===== src/rtl/i2s_slave_rx.sv =====
// I2S target-side receiver: oversamples sclk/lrclk/sdin in the clk domain and presents stereo pairs on dvalid/dready.
// Define I2S_RX_TIMEOUT_EN to add a loss-of-sclk watchdog that drops lock after TIMEOUT idle clk cycles.
module i2s_slave_rx #(
  parameter int DATA_W      = 24,
  parameter int SLOT_W      = 32,
  parameter int SYNC_STAGES = 2,
  parameter int TIMEOUT     = 1024
) (
  input  logic              clk,
  input  logic              rst,
  input  logic              sclk_in,
  input  logic              lrclk_in,
  input  logic              sdin,
  output logic [DATA_W-1:0] ldata,
  output logic [DATA_W-1:0] rdata,
  output logic              dvalid,
  input  logic              dready,
  output logic              locked,
  output logic              frame_err,
  output logic              overrun
);

  localparam int CNT_W = $clog2(SLOT_W + 2);

  typedef enum logic [1:0] {UNLOCKED, SYNC, LEFT, RIGHT} state_t;

  if (SLOT_W < DATA_W + 1 || SYNC_STAGES < 2 || TIMEOUT < 1) begin : gBadParams
    $error("i2s_slave_rx: invalid parameter combination");
  end

  logic [SYNC_STAGES-1:0] sclkSync_q, lrSync_q, sdSync_q;
  logic                   sclkPrev_q, rise_q, lr_q, sd_q, lrPrev_q;
  state_t                 state_q;
  logic [CNT_W-1:0]       cnt_q;
  logic [CNT_W-1:0]       cntInc;
  logic [DATA_W-1:0]      shiftL_q, shiftR_q, holdL_q, ldata_q, rdata_q;
  logic                   dvalid_q, locked_q, frameErr_q, overrun_q;
  logic                   boundary, lenOk;

`ifdef I2S_RX_TIMEOUT_EN
  localparam int WD_W = $clog2(TIMEOUT + 1);
  logic [WD_W-1:0] wdog_q;
  logic            wdHit;
`endif

  // Pin synchronizers plus one stage that turns the sclk edge into a strobe, with lr/sd aligned to it.
  always_ff @(posedge clk) begin
    if (!rst) begin
      sclkSync_q <= '0;
      lrSync_q   <= '0;
      sdSync_q   <= '0;
      sclkPrev_q <= 1'b0;
      rise_q     <= 1'b0;
      lr_q       <= 1'b0;
      sd_q       <= 1'b0;
    end else begin
      sclkSync_q <= {sclkSync_q[SYNC_STAGES-2:0], sclk_in};
      lrSync_q   <= {lrSync_q[SYNC_STAGES-2:0], lrclk_in};
      sdSync_q   <= {sdSync_q[SYNC_STAGES-2:0], sdin};
      sclkPrev_q <= sclkSync_q[SYNC_STAGES-1];
      rise_q     <= sclkSync_q[SYNC_STAGES-1] & ~sclkPrev_q;
      lr_q       <= lrSync_q[SYNC_STAGES-1];
      sd_q       <= sdSync_q[SYNC_STAGES-1];
    end
  end

  assign boundary = rise_q && (lr_q != lrPrev_q);
  assign lenOk    = (cnt_q == CNT_W'(SLOT_W - 1));
  assign cntInc   = (cnt_q == CNT_W'(SLOT_W + 1)) ? cnt_q : cnt_q + 1'b1;

`ifdef I2S_RX_TIMEOUT_EN
  assign wdHit = !rise_q && (wdog_q == WD_W'(TIMEOUT - 1));
`endif

  always_ff @(posedge clk) begin
    if (!rst) begin
      state_q    <= UNLOCKED;
      cnt_q      <= '0;
      lrPrev_q   <= 1'b0;
      shiftL_q   <= '0;
      shiftR_q   <= '0;
      holdL_q    <= '0;
      ldata_q    <= '0;
      rdata_q    <= '0;
      dvalid_q   <= 1'b0;
      locked_q   <= 1'b0;
      frameErr_q <= 1'b0;
      overrun_q  <= 1'b0;
`ifdef I2S_RX_TIMEOUT_EN
      wdog_q     <= '0;
`endif
    end else begin
      frameErr_q <= 1'b0;
      overrun_q  <= 1'b0;
      if (dvalid_q && dready) dvalid_q <= 1'b0;

      if (rise_q) begin
        lrPrev_q <= lr_q;
        if (boundary) begin
          cnt_q <= '0;
        end else begin
          cnt_q <= cntInc;
          if (cntInc <= CNT_W'(DATA_W)) begin
            if (lr_q) shiftR_q <= {shiftR_q[DATA_W-2:0], sd_q};
            else      shiftL_q <= {shiftL_q[DATA_W-2:0], sd_q};
          end
        end

        // Slot boundaries drive the framing; a wrong slot length throws away the partial pair.
        unique case (state_q)
          UNLOCKED: state_q <= SYNC;
          SYNC: begin
            if (boundary && !lr_q) state_q <= LEFT;
          end
          LEFT: begin
            if (boundary) begin
              if (lenOk) begin
                holdL_q  <= shiftL_q;
                locked_q <= 1'b1;
                state_q  <= RIGHT;
              end else begin
                frameErr_q <= 1'b1;
                locked_q   <= 1'b0;
                state_q    <= SYNC;
              end
            end
          end
          RIGHT: begin
            if (boundary) begin
              if (lenOk) begin
                state_q <= LEFT;
                if (!dvalid_q || dready) begin
                  ldata_q  <= holdL_q;
                  rdata_q  <= shiftR_q;
                  dvalid_q <= 1'b1;
                end else begin
                  overrun_q <= 1'b1;
                end
              end else begin
                frameErr_q <= 1'b1;
                locked_q   <= 1'b0;
                state_q    <= SYNC;
              end
            end
          end
          default: state_q <= UNLOCKED;
        endcase
      end

`ifdef I2S_RX_TIMEOUT_EN
      // A stalled sclk drops lock but leaves any pending output pair for the consumer.
      if (rise_q) wdog_q <= '0;
      else if (wdog_q != WD_W'(TIMEOUT)) wdog_q <= wdog_q + 1'b1;
      if (wdHit) begin
        locked_q <= 1'b0;
        state_q  <= UNLOCKED;
        cnt_q    <= '0;
        shiftL_q <= '0;
        shiftR_q <= '0;
      end
`endif
    end
  end

  assign ldata     = ldata_q;
  assign rdata     = rdata_q;
  assign dvalid    = dvalid_q;
  assign locked    = locked_q;
  assign frame_err = frameErr_q;
  assign overrun   = overrun_q;

endmodule

===== config.mk =====
export PLATFORM = sky130hd
export DESIGN_NAME = i2s_slave_rx
export DESIGN_NICKNAME = d
export VERILOG_FILES = /design/src/rtl/i2s_slave_rx.sv
export SDC_FILE = /design/constraint.sdc
export NUM_CORES = 1
export LEC_CHECK = 0
export CAP_MARGIN = 15
export CELL_PAD_IN_SITES_DETAIL_PLACEMENT = 0
export CELL_PAD_IN_SITES_GLOBAL_PLACEMENT = 1
export CORE_ASPECT_RATIO = 1.75
export CORE_MARGIN = 2
export CORE_UTILIZATION = 45
export CTS_CLUSTER_SIZE = 16
export DETAILED_ROUTE_END_ITERATION = 16
export GPL_TIMING_DRIVEN = 1
export PLACE_DENSITY_LB_ADDON = 0.1
export REMOVE_ABC_BUFFERS = 1
export SLEW_MARGIN = 5
export SYNTH_ARGS = -nofsm -noshare
export SYNTH_HDL_FRONTEND = slang
export SYNTH_SLANG_ARGS = --single-unit

===== constraint.sdc =====
create_clock -name clk -period 5.78 [get_ports clk]
set_input_delay 1.734 -clock clk [delete_from_list [all_inputs] [get_ports clk]]
set_output_delay 1.734 -clock clk [all_outputs]
set_load 0.005 [all_outputs]

==> qor.csv <==
metric,value,unit
drv_cap,0,
area_growth,21.3,%
critPathKind,input port to flip-flop,
hold_viol,0,
crit_chain,"clkdlybuf4s50_1, nor2b_1, nor4b_4, buf_4, nand2_1, a21boi_0",
routed_wl,10000,um
ys_seq_area_share,53.1,%
register_area,0.00286,mm^2
worst_slew_pin_slew,961,ps
holdCritPathClass,flip-flop to flip-flop,
cts_buffer_depth,2,
path_delay_family,buffers and inverters,
post-synth-top-count-cell,nand2_1,
critPathCaptureType,flip-flop,
ys_types,38,
synthTopCellsByArea,"dfxtp_1 (53%), nand2_1 (14%), mux2i_1 (9.1%)",
critPathArrivalTime,3740,ps
chipHeight,149,um
slowest_delay,720,ps
wl_per_cell,13.0,um
fin_area,0.00654,mm^2
grt_pass1_wl,17800,um
drive_gt1_share,7.10,%
setup_viol,0,
vias_per_cell,5.01,
ir_drop,0.222,mV
cp.required,6110,ps
firstDrtPassIters,4,
ctsHtreeMaxLevel,4,
grt_pass1_vias,3922,
n_fill_cell,1065,
ctsResizeCount,0,
place.gp.congestion,0.767,
syn_area_per_cell,9.31,um^2
cts_tree,done,
p_leak,2.14,nW
root_buffer,clkbuf_16,
grt_max_degree,113,
clock_sinks,143,
whs,383,ps
synth-edff-count,0,
cts.clk_slew.worst_paths,60,ps
num_vias,3856,
placed_cell_area,0.00598,mm^2
core_area,0.0116,mm^2
synth_ff_type,dfxtp_1,
slew_viol_final,0,
cts_buffers,17,
clock.fmax,294,MHz
async_reset_ff_share,0,%
finalSetupTns,0,ps
rows,52,
drc,0,
track_usage,17.3,%
outcome,completed,
clock_latency,410,ps
synthTopCellsByCount,"nand2_1 (202), dfxtp_1 (143), a21boi_0 (49), mux2i_1 (49), a21boi_1 (26)",
grt-ovfl-total,0,
yosysTopAreaCellShare,53.1,%
drtAntennaViolNets,0,
path_buf_inv,2,
period_needed,3400,ps
io_pins,58,
ys_ff_latch,143,
startpoint_type,input port,
syn_inst,579,
hpwl,6200,um
drt_iter0_markers,226,
slew-limit-headroom,35.9,%
period_share,58.9,%
postCtsSetupBuffers,0,
dieArea,0.0129,mm^2
critPathSlowestCell,nor4b_4,
n_antenna_cell,0,
ys_warn_count,0,
initial_core_util,46.3,%
die_w,86.7,um
powerDensity,312,mW/mm^2
rsz0062_at_grt,false,
crit_fanout,35,
fin_nets,629,
fin_skew,9.05,ps
multi_input_area,0.00233,mm^2
cts_hold_buf,0,
yosys.area.top_type,dfxtp_1,
portBuffers,57,
synth.cell_area,0.00539,mm^2
antenna_found_initial,0,
## flip-flops by register name (all words and copies together) (netlist names), 2 cells and up
name,cells
holdL_q,24
ldata,24
rdata,24
shiftL_q,24
shiftR_q,24
cnt_q,6
lrSync_q,2
sclkSync_q,2
sdSync_q,2
state_q,2
## layout make-up
cell class / count / area share [%]
clock buffer: 19 / 6.77
multi-input combinational: 393 / 35.6
tap: 135 / 2.58
timing repair buffer: 62 / 9.26
inverter: 4 / 0.230
sequential: 143 / 43.8
clock inverter: 13 / 1.76
## stage by stage
step,cells,total power [W],setup WS [ps],utilization [%]
floorplan,540,0.00103,1610,-
global placement,737,0.00105,1910,51.4
detailed placement,737,0.00105,1910,51.4
CTS,769,0.00207,2340,56.1
global route,769,0.00212,2170,56.1
finish,769,0.00204,2380,56.1
## worst paths after layout
| kind | depth (start not counted) | to | startpoint | slack (ps) |
|---|---|---|---|---|
| worst max-delay path | 6 | rdata[4] | dready | 2380 |
| worst min-delay path | 1 | rise_q | sclkPrev_q | 380 |
| worst max register to register | 7 | rdata[4] | cnt_q[0] | 2930 |
| worst min register to register | 1 | rise_q | sclkPrev_q | 380 |
## metal layers
layer	vias to the layer above	track usage [%]	part of all wire, %
li1	1993	-	-
met1	1778	20.2	44
met2	68	29.3	51
met3	17	4.32	3.0
met4	0	7.73	2.0
met5	-	0	0
## kinds of logic after synthesis
logic type,synth area share [%]
buffers and inverters,3.95
DFF,53.1
xor gates and xnor gates,0.975
and+or+nand+nor,19.7
adders and majority gates,0.464
muxes,9.10
AOI/OAI and AO/OA,12.7
## worst reg2reg max path: cells and delay by family, from the launching register on
kind                     cells  cell delay, ps
AO/OA/AOI/OAI                1             160
adder cells (fa/ha/maj)      1             270
buffers and inverters        1             480
flip-flops                   1             420
AND/OR/NAND/NOR              4            1460
## power by group
part           switching (W)   total, W  internal [W]
Sequential        0.00000252   0.000992      0.000989
Clock               0.000412    0.00101      0.000602
Combinational      0.0000181  0.0000336     0.0000155
Total               0.000432    0.00204       0.00161
## layout by cell type, fill, tap and decap left out, types with 2 or more instances in the layout
cell,synthesis,layout
and2_1,9,9
mux2i_1,49,49
o21ai_0,5,5
nor2b_1,8,8
xnor2_1,3,3
clkinv_2,0,4
buf_4,4,6
clkbuf_16,0,17
nor2_1,5,5
nand3b_1,2,2
clkinv_4,0,3
xor2_1,3,3
nand3_1,2,2
clkinvlp_4,0,4
inv_1,4,4
a211oi_1,2,2
dfxtp_1,143,143
clkdlybuf4s50_1,0,56
a22oi_1,4,4
and3_1,2,2
nand3_2,2,2
nand2_1,202,202
nor3b_1,2,2
or3_1,2,2
a21boi_0,49,49
ha_1,2,2
a21boi_1,26,26
Power figures use the tool's default switching activity.
